[config.mk]
export PLATFORM = sky130hd
export DESIGN_NAME = multi_bank_pingpong_buffer
export DESIGN_NICKNAME = d
export VERILOG_FILES = /design/src/rtl/multi_bank_pingpong_buffer_pkg.sv /design/src/rtl/multi_bank_pingpong_buffer_sdp_ram.sv /design/src/rtl/multi_bank_pingpong_buffer.sv
export SDC_FILE = /design/constraint.sdc
export NUM_CORES = 2
export LEC_CHECK = 0
export BUFFER_PORTS_ARGS = -buffer_cell sky130_fd_sc_hd__buf_2
export CAP_MARGIN = 0
export CORE_AREA = 2 2 454 456
export CTS_CLUSTER_DIAMETER = 100
export DETAILED_ROUTE_END_ITERATION = 10
export DIE_AREA = 0 0 456 458
export PLACE_DENSITY_LB_ADDON = 0.2
export SLEW_MARGIN = 20
export SYNTH_ARGS = -nofsm -noshare
export SYNTH_HDL_FRONTEND = slang
export SYNTH_SLANG_ARGS = --single-unit
[constraint.sdc]
create_clock -name clk -period 10.7 [get_ports clk]
set_input_delay 0.535 -clock clk [delete_from_list [all_inputs] [get_ports clk]]
set_output_delay 0.535 -clock clk [all_outputs]
set_load 0.02 [all_outputs]
[src/rtl/multi_bank_pingpong_buffer_pkg.sv]
// Shared sizing helpers and error-bit indices for the multi-bank ping-pong buffer.
package pingpong_pkg;

   localparam int ERR_WR = 0;
   localparam int ERR_RD = 1;

   function automatic int unsigned ptr_w(input int unsigned n);
      return (n > 1) ? $clog2(n) : 1;
   endfunction

   function automatic int unsigned cnt_w(input int unsigned n);
      return $clog2(n + 1);
   endfunction

   function automatic int unsigned addr_w(input int unsigned d);
      return (d > 1) ? $clog2(d) : 1;
   endfunction

endpackage

[src/rtl/multi_bank_pingpong_buffer_sdp_ram.sv]
// Simple dual-port RAM: one write port, one registered read port with enable.
module sdp_ram #(
   parameter int unsigned WIDTH  = 64,
   parameter int unsigned WORDS  = 32,
   parameter int unsigned ADDR_W = 5,
   parameter string       MODE   = "block"
) (
   input  logic              clk,
   input  logic              rst,
   input  logic              we,
   input  logic [ADDR_W-1:0] waddr,
   input  logic [WIDTH-1:0]  wdata,
   input  logic              re,
   input  logic [ADDR_W-1:0] raddr,
   output logic [WIDTH-1:0]  rdata
);

   if (!(MODE == "block" || MODE == "distributed" || MODE == "ultra")) begin : g_bad_mode
      $error("sdp_ram: unsupported MODE");
   end

   (* ram_style = MODE *) logic [WIDTH-1:0] mem [WORDS];

   logic [WIDTH-1:0] rdata_q, rdata_d;

   always_ff @(posedge clk) begin
      if (we) begin
         mem[waddr] <= wdata;
      end
   end

   // Output holds its last value when no read is issued.
   always_comb begin
      rdata_d = rdata_q;
      if (re) begin
         rdata_d = mem[raddr];
      end
   end

   always_ff @(posedge clk) begin
      if (rst) begin
         rdata_q <= '0;
      end else begin
         rdata_q <= rdata_d;
      end
   end

   assign rdata = rdata_q;

endmodule

[src/rtl/multi_bank_pingpong_buffer.sv]
// N-bank ping-pong buffer: writer fills and commits banks in order, reader consumes
// the oldest committed bank and releases it; ownership tracked by pointers and a count.
module multi_bank_pingpong_buffer
   import pingpong_pkg::*;
#(
   parameter int unsigned BIT_LENGTH = 64,
   parameter int unsigned DEPTH      = 16,
   parameter int unsigned NUM_BANKS  = 2,
   parameter string       MODE       = "block"
) (
   input  logic                             clk,
   input  logic                             rst,
   input  logic                             wr_en,
   input  logic [addr_w(DEPTH)-1:0]         wr_addr,
   input  logic [BIT_LENGTH-1:0]            wr_data,
   input  logic                             wr_done,
   output logic                             wr_ready,
   output logic [ptr_w(NUM_BANKS)-1:0]      wr_bank,
   input  logic                             rd_en,
   input  logic [addr_w(DEPTH)-1:0]         rd_addr,
   output logic [BIT_LENGTH-1:0]            rd_data,
   output logic                             rd_valid,
   input  logic                             rd_done,
   output logic                             rd_ready,
   output logic [ptr_w(NUM_BANKS)-1:0]      rd_bank,
   output logic [cnt_w(NUM_BANKS)-1:0]      full_cnt,
   output logic [1:0]                       err
);

   localparam int unsigned PW    = ptr_w(NUM_BANKS);
   localparam int unsigned CW    = cnt_w(NUM_BANKS);
   localparam int unsigned AW    = addr_w(DEPTH);
   localparam int unsigned WORDS = NUM_BANKS * DEPTH;

   localparam logic [PW-1:0] LastBank = PW'(NUM_BANKS - 1);
   localparam logic [CW-1:0] AllFull  = CW'(NUM_BANKS);

   logic [PW-1:0] wbank_q, wbank_d;
   logic [PW-1:0] rbank_q, rbank_d;
   logic [CW-1:0] full_cnt_q, full_cnt_d;
   logic          rd_valid_q, rd_valid_d;
   logic [1:0]    err_q, err_d;

   logic wr_acc, wr_commit, rd_acc, rd_rel;

   assign wr_ready  = (full_cnt_q != AllFull);
   assign rd_ready  = (full_cnt_q != '0);
   assign wr_acc    = wr_en & wr_ready;
   assign wr_commit = wr_done & wr_ready;
   assign rd_acc    = rd_en & rd_ready;
   assign rd_rel    = rd_done & rd_ready;

   always_comb begin
      wbank_d    = wbank_q;
      rbank_d    = rbank_q;
      full_cnt_d = full_cnt_q;
      rd_valid_d = rd_acc;
      err_d      = err_q;

      if (wr_commit) begin
         wbank_d = (wbank_q == LastBank) ? '0 : wbank_q + 1'b1;
      end
      if (rd_rel) begin
         rbank_d = (rbank_q == LastBank) ? '0 : rbank_q + 1'b1;
      end

      // Commit and release together leave the count unchanged.
      case ({wr_commit, rd_rel})
         2'b10:   full_cnt_d = full_cnt_q + 1'b1;
         2'b01:   full_cnt_d = full_cnt_q - 1'b1;
         default: full_cnt_d = full_cnt_q;
      endcase

      if ((wr_en | wr_done) & ~wr_ready) begin
         err_d[ERR_WR] = 1'b1;
      end
      if ((rd_en | rd_done) & ~rd_ready) begin
         err_d[ERR_RD] = 1'b1;
      end
   end

   always_ff @(posedge clk) begin
      if (rst) begin
         wbank_q    <= '0;
         rbank_q    <= '0;
         full_cnt_q <= '0;
         rd_valid_q <= 1'b0;
         err_q      <= '0;
      end else begin
         wbank_q    <= wbank_d;
         rbank_q    <= rbank_d;
         full_cnt_q <= full_cnt_d;
         rd_valid_q <= rd_valid_d;
         err_q      <= err_d;
      end
   end

   // DEPTH is a power of two, so {bank, addr} == bank*DEPTH + addr.
   sdp_ram #(
      .WIDTH  (BIT_LENGTH),
      .WORDS  (WORDS),
      .ADDR_W (PW + AW),
      .MODE   (MODE)
   ) u_ram (
      .clk   (clk),
      .rst   (rst),
      .we    (wr_acc & ~rst),
      .waddr ({wbank_q, wr_addr}),
      .wdata (wr_data),
      .re    (rd_acc & ~rst),
      .raddr ({rbank_q, rd_addr}),
      .rdata (rd_data)
   );

   assign wr_bank  = wbank_q;
   assign rd_bank  = rbank_q;
   assign full_cnt = full_cnt_q;
   assign rd_valid = rd_valid_q;
   assign err      = err_q;

endmodule

==> Flow_metrics.wiki <==
{| class="wikitable"
! Metric !! Value
|-
| Status || complete, no violations
|-
| Worst-case register-to-register setup slack || 6360 ps
|-
| Post-place instance area || 85,300 µm²
|-
| Worst min path class || in -> reg
|-
| Instance count along the most critical hold path || 4
|-
| Warnings from Yosys || 0
|-
| Most frequent cell on the critical path || sky130_fd_sc_hd__buf_4
|-
| Port bufs || 150
|-
| Leakage power of the design || 29.2 nW
|-
| Share of the yosys chip area belonging to registers || 77.6%
|-
| Initial antenna violation count || 19
|-
| Clock slew at reported path FFs || approximately 60 ps
|-
| Final WS setup || approximately 6400 ps
|-
| Number of buffers added by the clock tree synthesis step || 217
|-
| Gr usage total || 20.5%
|-
| Final hold violation count || 0
|-
| Fmax || 230 MHz
|-
| Number of global-route vias before repair || 39,500
|-
| Launching element of the worst setup path || full_cnt[0]
|-
| First-pass DRT Iterations || 5
|-
| DRT Wirelength || 215,000 µm
|-
| Number of clock sinks seen by CTS || 2,119
|-
| Post-DRT Antenna Nets || 0
|-
| Share of synthesized flip-flops with an asynchronous set or reset || 0%
|-
| FF-to-FF path depth || 5
|-
| Final critical-path required period || 4340 ps
|-
| Clock latency of the later-clocked register in the worst-skew pair || 840 ps
|-
| Share of layout cells above drive strength 1 || 28.1%
|-
| Dpl hpwl || about 110,000 µm
|-
| Core box area || between 200,000 and 250,000 µm²
|-
| Origin of the critical flop-to-flop path || full_cnt[0]
|-
| Primary FF master, synth || sky130_fd_sc_hd__edfxtp_1
|-
| Final period utilization || 40.6%
|-
| Detailed-route via count || 38,700
|-
| Post-DR vias/cell || 5.75
|-
| Number of enable flip-flop cells after synthesis || 2,048
|-
| CTS H-tree lvls || 4
|-
| Crit path capture type || flip-flop
|-
| Power density of the placed cells || 199 nW/µm²
|-
| Grt total ovfl || 0
|-
| Drt initial violations || 4,087
|-
| Netlist area before placement || 81,100 µm²
|-
| Post-synthesis register bit count || approximately 2,100
|-
| Number of rows created at floorplan || 166
|-
| Setup TNS Final || 0 ps
|-
| Cell with the largest stage delay on the worst path || sky130_fd_sc_hd__nor2_4
|-
| Setup repair after global routing missed its margin || false
|-
| Post-synthesis cell count || 3,587
|-
| Starting density of the core || 39.8%
|-
| Final number of max-transition violations || 0
|-
| Largest net degree at the start of global routing || between 100 and 150
|-
| Detailed-route wire length per cell || 31.9 µm
|-
| Clock Tree Buf Depth || 3
|-
| Vertical extent of the die || 458 µm
|-
| End of the worst register-to-register path || u_ram.mem[31][20]
|-
| Post-synthesis net count || 3,666
|-
| Max_cap viols || 0
|-
| Post-Place Setup Slack || ~5900 ps
|-
| Data arrival time of the worst path || ~4800 ps
|-
| Clock skew after layout || 35.4 ps
|-
| Library cell used as clock root buffer || sky130_fd_sc_hd__clkbuf_16
|-
| Setup Viol. Count Final || 0
|-
| Req. time, crit path || 11,150 ps
|-
| Maximum single-stage delay on the critical path || approximately 1000 ps
|-
| Die footprint || about 210,000 µm²
|-
| Fill count || between 15,000 and 20,000
|-
| Post-layout utilization of the core || between 40% and 50%
|-
| Most frequent standard cell in the layout excluding fill and tap cells || sky130_fd_sc_hd__edfxtp_1
|-
| Crit Path Category || reg -> reg
|-
| Crit Path Max Fanout || 29
|-
| HP Start || wr_done
|-
| Synth-to-layout area growth || 14.0%
|-
| Worst hold path endpoint || wr_bank
|-
| Transition time at the pin with the least slew margin || ~1100 ps
|-
| Post-synthesis average cell area || 22.6 µm²
|-
| Worst supply voltage drop on vdd || 158 µV
|-
| Commonest cells after routing, fill and taps aside || sky130_fd_sc_hd__edfxtp_1, sky130_fd_sc_hd__mux4_2, sky130_fd_sc_hd__mux2i_1
|-
| TritonCTS clock tree || built
|-
| Final cell area excluding filler cells || a little over 90,000 µm²
|-
| Number of top-level pins || 151
|-
| Count of distinct cell types in the synthesized netlist || 48
|-
| Wire length of the first global-routing pass || roughly 300,000 µm
|-
| Cells traversed along the worst timing path || nand2b_1 > nand4_1 > nor2_4 > buf_4 > buf_4
|-
| # DRC || 0
|-
| Die W || 456 µm
|-
| Slew HR || roughly 29%
|-
| Net count of the finished layout || a little under 4,000
|-
| Setup crit start kind || flip-flop
|-
| Last weighted congestion value of the routability-driven placer || 0.740
|}
==> power by group <==
group          switching (mW)  internal, mW
Clock                    3.18          4.38
Combinational           0.989         0.484
Sequential              0.146          9.26
==> how the worst max path moves through the flow <==
stage	cells past startpoint	endpoint
after floorplan	6	u_ram.mem[28][0]
after global placement	7	u_ram.mem[31][17]
after detailed placement	7	u_ram.mem[30][21]
after CTS	5	u_ram.mem[30][61]
after global routing	5	u_ram.mem[30][61]
final	5	u_ram.mem[31][20]
==> cells by family after synthesis <==
family / share of synthesized area [%]
XOR/XNOR: 0.0432
adder cells (fa/ha/maj): 0.0154
buffers and inverters: 1.30
multiplexers: 17.2
AND/OR/NAND/NOR: 1.11
AO/OA/AOI/OAI: 2.75
flip-flops: 77.6
==> cells in the mapped netlist (36+ instances only) <==
| cell type | count | share of area (%) |
|---|---|---|
| sky130_fd_sc_hd__a211oi_1 | 43 | 0.40 |
| sky130_fd_sc_hd__dfxtp_1 | 71 | 1.8 |
| sky130_fd_sc_hd__clkbuf_1 | 79 | 0.37 |
| sky130_fd_sc_hd__a221o_1 | 36 | 0.44 |
| sky130_fd_sc_hd__nor2_1 | 66 | 0.31 |
| sky130_fd_sc_hd__o22ai_1 | 49 | 0.38 |
| sky130_fd_sc_hd__nand2_1 | 39 | 0.18 |
| sky130_fd_sc_hd__o211ai_1 | 73 | 0.68 |
| sky130_fd_sc_hd__mux4_2 | 498 | 14 |
| sky130_fd_sc_hd__buf_2 | 86 | 0.53 |
| sky130_fd_sc_hd__mux2i_1 | 244 | 3.0 |
| sky130_fd_sc_hd__edfxtp_1 | 2048 | 76 |
==> area by class of cell <==
| class | instances | area [µm²] | share of cell area, % |
|---|---|---|---|
| clock buffer | 288 | 5940 | 6.42 |
| timing repair buffer | 250 | 1590 | 1.72 |
| multi-input combinational | 1257 | 17400 | 18.8 |
| clock inverter | 121 | 1210 | 1.30 |
| tap | 2688 | 3360 | 3.64 |
| antenna | 10 | 25.0 | 0.0271 |
| inverter | 3 | 18.8 | 0.0203 |
| sequential | 2119 | 62900 | 68.0 |
==> layer usage <==
| layer | vias up | part of all wire (%) | track usage, % |
|---|---|---|---|
| met1 | 21200 | 42 | 28.2 |
| met3 | 335 | 5.7 | 3.36 |
| met4 | 6 | 2.8 | 6.12 |
| met2 | 1285 | 49 | 33.6 |
| li1 | 15900 | - | - |
| met5 | - | 0.019 | 0 |
==> state kept, by name (all words and copies together) (netlist names) <==
signal	cells
rd_bank	1
u_ram.mem	2048
wr_bank	1
u_ram.rdata	64
full_cnt	2
rd_valid	1
err	2
==> critical path, delay by kind of cell (launching register included) <==
kind | cells | cell delay, ps
buf+inv | 2 | 1250
simple gates | 3 | 2120
flops | 1 | 500
==> timing repair <==
item / 4_1_cts / 5_1_grt
hold endpoints to repair: 1 / 0
gates resized for setup: 0 / 0
setup buffers: 0 / 0
hold buffers: 1 / 0
==> through the flow <==
stage / power, mW / hold WS, ps / std cells
2_1_floorplan: 10.4 / 529 / 3587
3_3_place_gp: 11.1 / 455 / 6316
3_5_place_dp: 11.1 / 460 / 6316
4_1_cts: 18.6 / 24.5 / 6726
5_1_grt: 19.0 / 96.7 / 6731
6_report: 18.4 / 84.9 / 6736
(Power assumes the default switching activity.)
